$ cat config.mk
export PLATFORM = sky130hd
export DESIGN_NAME = memo_arbiter
export DESIGN_NICKNAME = d
export VERILOG_FILES = /design/src/rtl/memo_arb_pkg.sv /design/src/rtl/memo_rr_arbiter.sv /design/src/rtl/memo_arbiter.sv
export SDC_FILE = /design/constraint.sdc
export NUM_CORES = 1
export LEC_CHECK = 0
export ABC_AREA = 1
export BUFFER_PORTS_ARGS = -buffer_cell sky130_fd_sc_hd__buf_2
export CORE_MARGIN = 3
export CORE_UTILIZATION = 37
export CTS_CLUSTER_DIAMETER = 30
export CTS_CLUSTER_SIZE = 30
export DETAILED_ROUTE_END_ITERATION = 6
export PLACE_DENSITY = 0.82
export REMOVE_ABC_BUFFERS = 1
export SYNTH_ARGS = -nofsm -noshare
export SYNTH_HDL_FRONTEND = slang
export SYNTH_HIERARCHICAL = 1
export SYNTH_SLANG_ARGS = --single-unit
export TNS_END_PERCENT = 1
$ cat constraint.sdc
create_clock -name clock -period 1.7 [get_ports clock]
set_clock_uncertainty 0.15 [all_clocks]
set_input_delay 0.34 -clock clock [delete_from_list [all_inputs] [get_ports clock]]
set_output_delay 0.34 -clock clock [all_outputs]
set_load 0.1 [all_outputs]
$ cat src/rtl/memo_arb_pkg.sv
// Shared types, default sizes and the round-robin search helper for memo_arbiter.
package memo_arb_pkg;

  typedef enum logic {
    SERVE = 1'b0,
    CLEAR = 1'b1
  } memo_arb_state_t;

  localparam int unsigned DEF_AW    = 6;
  localparam int unsigned DEF_DW    = 8;
  localparam int unsigned DEF_DEPTH = 1 << DEF_AW;
  localparam int unsigned MAX_NREQ  = 4;
  localparam int unsigned PTR_W     = 2;

  typedef struct packed {
    logic             found;
    logic [PTR_W-1:0] idx;
  } rr_pick_t;

  // First valid requester at or above ptr, wrapping modulo nreq.
  function automatic rr_pick_t rr_pick(input logic [MAX_NREQ-1:0] valid,
                                       input logic [PTR_W-1:0]    ptr,
                                       input int unsigned         nreq);
    rr_pick_t    r;
    int unsigned cand;
    r = '0;
    for (int unsigned k = 0; k < MAX_NREQ; k++) begin
      cand = (32'(ptr) + k) % nreq;
      if ((k < nreq) && !r.found && valid[PTR_W'(cand)]) begin
        r.found = 1'b1;
        r.idx   = PTR_W'(cand);
      end
    end
    return r;
  endfunction

endpackage

$ cat src/rtl/memo_rr_arbiter.sv
// Round-robin picker with registered priority pointer.
// Ports:
//   clock, reset_n : clock, async active-low reset
//   i_valid        : per-requester request bits
//   i_take         : a grant is being consumed this cycle (advances pointer)
//   o_grant_c      : one-hot winner (zero when nothing valid), combinational
//   o_found_c      : some requester is valid, combinational
//   o_winner_c     : winner index, combinational
module memo_rr_arbiter
  import memo_arb_pkg::*;
#(
  parameter int unsigned NREQ = 2
) (
  input  logic             clock,
  input  logic             reset_n,
  input  logic [NREQ-1:0]  i_valid,
  input  logic             i_take,
  output logic [NREQ-1:0]  o_grant_c,
  output logic             o_found_c,
  output logic [PTR_W-1:0] o_winner_c
);

  logic [PTR_W-1:0] r_ptr;
  logic [PTR_W-1:0] w_ptr_nxt;
  rr_pick_t         w_pick;

  // Search from the pointer; the next pointer sits just past the winner.
  always_comb begin
    w_pick     = rr_pick(MAX_NREQ'(i_valid), r_ptr, NREQ);
    o_found_c  = w_pick.found;
    o_winner_c = w_pick.idx;
    o_grant_c  = '0;
    if (w_pick.found) begin
      o_grant_c = NREQ'(1) << w_pick.idx;
    end
    w_ptr_nxt = (32'(w_pick.idx) == NREQ - 1) ? '0 : w_pick.idx + PTR_W'(1);
  end

  always_ff @(posedge clock or negedge reset_n) begin
    if (!reset_n) begin
      r_ptr <= '0;
    end else if (i_take && w_pick.found) begin
      r_ptr <= w_ptr_nxt;
    end
  end

endmodule

$ cat src/rtl/memo_arbiter.sv
// Round-robin sharing of one single-port synchronous RAM among NREQ requesters,
// with a sequenced whole-RAM clear engine.
// Ports:
//   clock, reset_n         : clock, async active-low reset
//   req_valid/req_ready    : request handshake, ready is one-hot and combinational
//   req_we/addr/wdata      : flattened per-requester request fields
//   rsp_valid/rsp_rdata    : registered one-hot strobe one cycle after acceptance;
//                            rdata is the RAM q passthrough
//   clear_start/busy/done  : clear engine control and status
//   mem_address/data/wren  : RAM pins (combinational), mem_q : RAM read data
module memo_arbiter
  import memo_arb_pkg::*;
#(
  parameter int unsigned   NREQ      = 2,
  parameter int unsigned   AW        = DEF_AW,
  parameter int unsigned   DW        = DEF_DW,
  parameter logic [DW-1:0] CLEAR_VAL = '0
) (
  input  logic              clock,
  input  logic              reset_n,
  input  logic [NREQ-1:0]   req_valid,
  output logic [NREQ-1:0]   req_ready,
  input  logic [NREQ-1:0]   req_we,
  input  logic [NREQ*AW-1:0] req_addr,
  input  logic [NREQ*DW-1:0] req_wdata,
  output logic [NREQ-1:0]   rsp_valid,
  output logic [DW-1:0]     rsp_rdata,
  input  logic              clear_start,
  output logic              clear_busy,
  output logic              clear_done,
  output logic [AW-1:0]     mem_address,
  output logic [DW-1:0]     mem_data,
  output logic              mem_wren,
  input  logic [DW-1:0]     mem_q
);

  localparam int unsigned DEPTH = 1 << AW;

  memo_arb_state_t  r_state;
  memo_arb_state_t  w_state_nxt;
  logic [AW-1:0]    r_clear_cnt;
  logic [AW-1:0]    w_clear_cnt_nxt;
  logic [NREQ-1:0]  r_rsp_valid;
  logic [NREQ-1:0]  w_rsp_valid_nxt;
  logic             r_clear_busy;
  logic             w_clear_busy_nxt;
  logic             r_clear_done;
  logic             w_clear_done_nxt;

  logic             w_arb_en;
  logic             w_take;
  logic [NREQ-1:0]  w_grant;
  logic             w_found;
  logic [PTR_W-1:0] w_winner;

  // Arbitration only in SERVE, and a clear request pre-empts every requester.
  assign w_arb_en = reset_n && (r_state == SERVE) && !clear_start;
  assign w_take   = w_arb_en && w_found;

  memo_rr_arbiter #(
    .NREQ (NREQ)
  ) u_rr (
    .clock      (clock),
    .reset_n    (reset_n),
    .i_valid    (req_valid),
    .i_take     (w_take),
    .o_grant_c  (w_grant),
    .o_found_c  (w_found),
    .o_winner_c (w_winner)
  );

  // Next-state, RAM pin muxing and handshake outputs.
  always_comb begin
    w_state_nxt      = r_state;
    w_clear_cnt_nxt  = r_clear_cnt;
    w_rsp_valid_nxt  = '0;
    w_clear_busy_nxt = r_clear_busy;
    w_clear_done_nxt = 1'b0;
    req_ready        = '0;
    mem_address      = '0;
    mem_data         = '0;
    mem_wren         = 1'b0;

    case (r_state)
      SERVE: begin
        if (clear_start) begin
          w_state_nxt      = CLEAR;
          w_clear_cnt_nxt  = '0;
          w_clear_busy_nxt = 1'b1;
        end else if (w_found) begin
          req_ready       = w_grant;
          w_rsp_valid_nxt = w_grant;
          for (int i = 0; i < NREQ; i++) begin
            if (w_winner == PTR_W'(i)) begin
              mem_address = req_addr[i*AW +: AW];
              mem_data    = req_wdata[i*DW +: DW];
              mem_wren    = req_we[i];
            end
          end
        end
      end
      CLEAR: begin
        mem_wren        = 1'b1;
        mem_address     = r_clear_cnt;
        mem_data        = CLEAR_VAL;
        w_clear_cnt_nxt = r_clear_cnt + AW'(1);
        if (r_clear_cnt == AW'(DEPTH - 1)) begin
          w_state_nxt      = SERVE;
          w_clear_cnt_nxt  = '0;
          w_clear_busy_nxt = 1'b0;
          w_clear_done_nxt = 1'b1;
        end
      end
      default: begin
        w_state_nxt = SERVE;
      end
    endcase

    // RAM pins and ready must be quiet the moment reset asserts.
    if (!reset_n) begin
      req_ready   = '0;
      mem_address = '0;
      mem_data    = '0;
      mem_wren    = 1'b0;
    end
  end

  always_ff @(posedge clock or negedge reset_n) begin
    if (!reset_n) begin
      r_state      <= SERVE;
      r_clear_cnt  <= '0;
      r_rsp_valid  <= '0;
      r_clear_busy <= 1'b0;
      r_clear_done <= 1'b0;
    end else begin
      r_state      <= w_state_nxt;
      r_clear_cnt  <= w_clear_cnt_nxt;
      r_rsp_valid  <= w_rsp_valid_nxt;
      r_clear_busy <= w_clear_busy_nxt;
      r_clear_done <= w_clear_done_nxt;
    end
  end

  assign rsp_valid  = r_rsp_valid;
  assign rsp_rdata  = mem_q;
  assign clear_busy = r_clear_busy;
  assign clear_done = r_clear_done;

endmodule

==> PnR_summary.wiki <==
{| class="wikitable"
! Metric !! Value
|-
| Layout cells sized above 1 || 48.1%
|-
| Vertical die dimension || 59.4 µm
|-
| Post-synthesis cell count || 165
|-
| Most used flip-flop cell after synthesis || dfrtp_1
|-
| Placed Cells incl. Taps || 254
|-
| Most frequent cell on the critical path || nor2_2
|-
| Fillcell total || 176
|-
| Num Clock Sinks || 12
|-
| Total number of placement rows || 18
|-
| Leading cell types by count after synthesis || 62 x nand2_1, 18 x nand3_1, 16 x inv_1, 14 x nor2_1, 12 x dfrtp_1
|-
| Setup tns final || -8950 ps
|-
| Maximum root-to-sink buffer count || 2
|-
| Top cell type's share of synthesized area || 28.5%
|-
| Upper clock frequency limit || 0.444 GHz
|-
| Later-pin clock latency in the skew report || 270 ps
|-
| Combined buffer and inverter count along the critical path || 3
|-
| Final worst setup slack || -554 ps
|-
| Largest net degree at the start of global routing || 16
|-
| Level count of the clock H-tree || 1
|-
| Cell breakdown of the critical path || nor2_2, buf_4, nor2_2, nand2_2, nand2_4, nor2_8, inv_8, a21oi_4, buf_12
|-
| Delay-heaviest family, CP || simple AND/OR/NAND/NOR gates
|-
| Average routed wire per standard cell || 13.7 µm
|-
| Final worst-path cycle share || 133%
|-
| Buffer type at the clock tree root || clkbuf_4
|-
| Pleak || 0.000924 µW
|-
| Critical path data required time || 1210 ps
|-
| Max FO, Critical Path || 10
|-
| Worst setup SP type || register
|-
| Clock tree from TritonCTS || done
|-
| Number of antenna violations at the first check in global routing || 0
|-
| Routed Antenna Nets || 0
|-
| Violated checks || setup timing
|-
| Drt first-iter violations || 46
|-
| DRC errors left || 0
|-
| Count of pins on the block boundary || 72
|-
| Pwr Total || 1960 µW
|-
| Via count || 1,304
|-
| Number of warnings reported in the yosys synthesis log || 6
|-
| Result of the run || finished, violations left
|-
| Largest cells by area after synthesis || dfrtp_1 28%, nand2_1 22%, nand3_1 8.5%
|-
| MaxCap Viol Count || 0
|-
| Slowest cell on crit path || dfrtp_1
|-
| Syn avg cell area || 6.39 µm²
|-
| Final weighted congestion of routability-driven global placement || 0.787
|-
| Min Tclk post-route || 2250 ps
|-
| Inserted Diodes || 0
|-
| Routed Wire Length || 3590 µm
|-
| Share of flip-flops with an asynchronous set or reset || 100%
|-
| Count of flip-flops with a built-in enable after synthesis || 0
|-
| Worst slack on hold paths || 198 ps
|-
| Setup repair after global routing missed its margin || true
|-
| Final layout net count || 278
|-
| Combined global-route utilization of all metal layers || 22.2%
|-
| Number of flip-flops and latches in the synthesized netlist || 12
|-
| Final core area utilization || 72.2%
|-
| Layout Cells excl Fill || 263
|-
| Die Span X || 59.4 µm
|-
| Netlist Area Pre-Place || 0.00105 mm²
|-
| Clock transition at the register clock pins on the worst setup and hold paths after CTS || 70 ps
|-
| Proportion of synthesized chip area in sequential cells || 28.5%
|-
| Via density || 4.96
|-
| Type of the worst min-delay path || in2reg
|-
| Final max-slew violation count || 0
|-
| Largest stage delay on the critical path || 400 ps
|-
| Netlist cell types || 22
|-
| Number of buffers inserted during clock tree synthesis || 3
|-
| First-pass GRT wire length || 6020 µm
|-
| Library cell occupying the most area in the post-synthesis netlist || dfrtp_1
|-
| Nature of the critical path endpoint || output port
|-
| Area overhead of the layout relative to synthesis || 77.3%
|-
| Final setup viols || 18
|-
| Via count of the first global-routing pass || 1,357
|-
| Most used standard cell by instance count after synthesis || nand2_1
|-
| Final Hold Viols || 0
|-
| Crit path DAT || 1760 ps
|-
| DIE AREA || 0.00353 mm²
|-
| Starting density of the core || 40.7%
|-
| Total overflow reported by the global router || 0
|-
| Cell area power density || 1050 mW/mm²
|-
| Count of TritonRoute iterations in the first routing pass || 4
|-
| Hpwl dp || 2590 µm
|-
| Core box area || 0.00259 mm²
|-
| Worst IR drop on VDD || 0.945 mV
|-
| Count of input and output buffers || 55
|-
| CP Class || reg2out
|}
final cells by class:
cell class                      count  area, µm²  area share [%]
Multi-Input combinational cell    123        712            38.1
Timing Repair Buffer               76        707            37.8
Sequential cell                    12        300            16.1
Inverter                           18       77.6            4.15
Tap cell                           30       37.5            2.01
Clock buffer                        4       36.3            1.94
worst min-delay path: cells and delay by family:
kind / cells / cell delay, ps
buffers and inverters: 1 / 100
AND/OR/NAND/NOR: 3 / 150
worst paths after layout:
path,startpoint,to,slack (ps),cells after the start
max in group asynchronous,reset_n,r_clear_cnt[3],710,4
min in group asynchronous,reset_n,r_clear_cnt[0],540,4
min reg2reg,clear_busy,clear_busy,390,2
min,req_valid[1],u_rr/r_ptr[0],200,4
max reg2reg,u_rr/r_ptr[0],u_rr/r_ptr[0],-60,12
max,u_rr/r_ptr[0],mem_data[2],-550,9
metal layers:
| layer | vias up | wire length, µm | track usage [%] |
|---|---|---|---|
| met2 | 68 | 1870 | 41.0 |
| li1 | 644 | - | - |
| met3 | 10 | 321 | 4.79 |
| met4 | 0 | 93 | 7.77 |
| met5 | - | 0 | 0 |
| met1 | 582 | 1300 | 24.5 |
flip-flops by register name, summed over array words and instances (netlist names):
register and count:
clear_busy 1, clear_done 1, r_clear_cnt 6, r_state 1, rsp_valid 2, u_rr/r_ptr 1
cells in the final DEF (no fill, tap or decap), drive strengths merged:
| cell type | n |
|---|---|
| inv | 18 |
| clkbuf | 4 |
| conb | 1 |
| xnor2 | 1 |
| ha | 1 |
| a21oi | 9 |
| nand2 | 62 |
| o21bai | 1 |
| dlygate4sd3 | 1 |
| dfrtp | 12 |
| buf | 75 |
| nor3 | 1 |
| nand3 | 18 |
| or2 | 1 |
| o21ai | 10 |
| nor2 | 18 |
power breakdown:
group,internal [µW],switching (µW),leakage [µW]
Clock,130,92.9,0.0000210
Combinational,466,783,0.000756
Sequential,375,116,0.000147
through the flow:
| stage | cell area (µm²) | setup WS [ps] |
|---|---|---|
| after floorplan | 966 | -1120 |
| after global placement | 1650 | -362 |
| after detailed placement | 1650 | -460 |
| after CTS | 1830 | -534 |
| after global routing | 1870 | -656 |
| final | 1870 | -554 |
what timing repair did:
| item | CTS | global route |
|---|---|---|
| endpoints found under the hold margin | 12 | 0 |
| hold buffers | 1 | 0 |
| gates cloned | 0 | 0 |
| setup buffers | 2 | 2 |
| setup endpoints to repair | 17 | 18 |
| pin swaps | 2 | 6 |
| resized for setup | 28 | 8 |
logic make-up after synthesis:
| group | share of synthesized area (%) |
|---|---|
| compound gates | 12.6 |
| xor+xnor | 0.831 |
| fa+ha+maj | 1.19 |
| buf+inv | 15.5 |
| flops | 28.5 |
| other cells | 0.356 |
| simple gates | 41.0 |
Note: power is estimated with default switching activity, not from simulation.
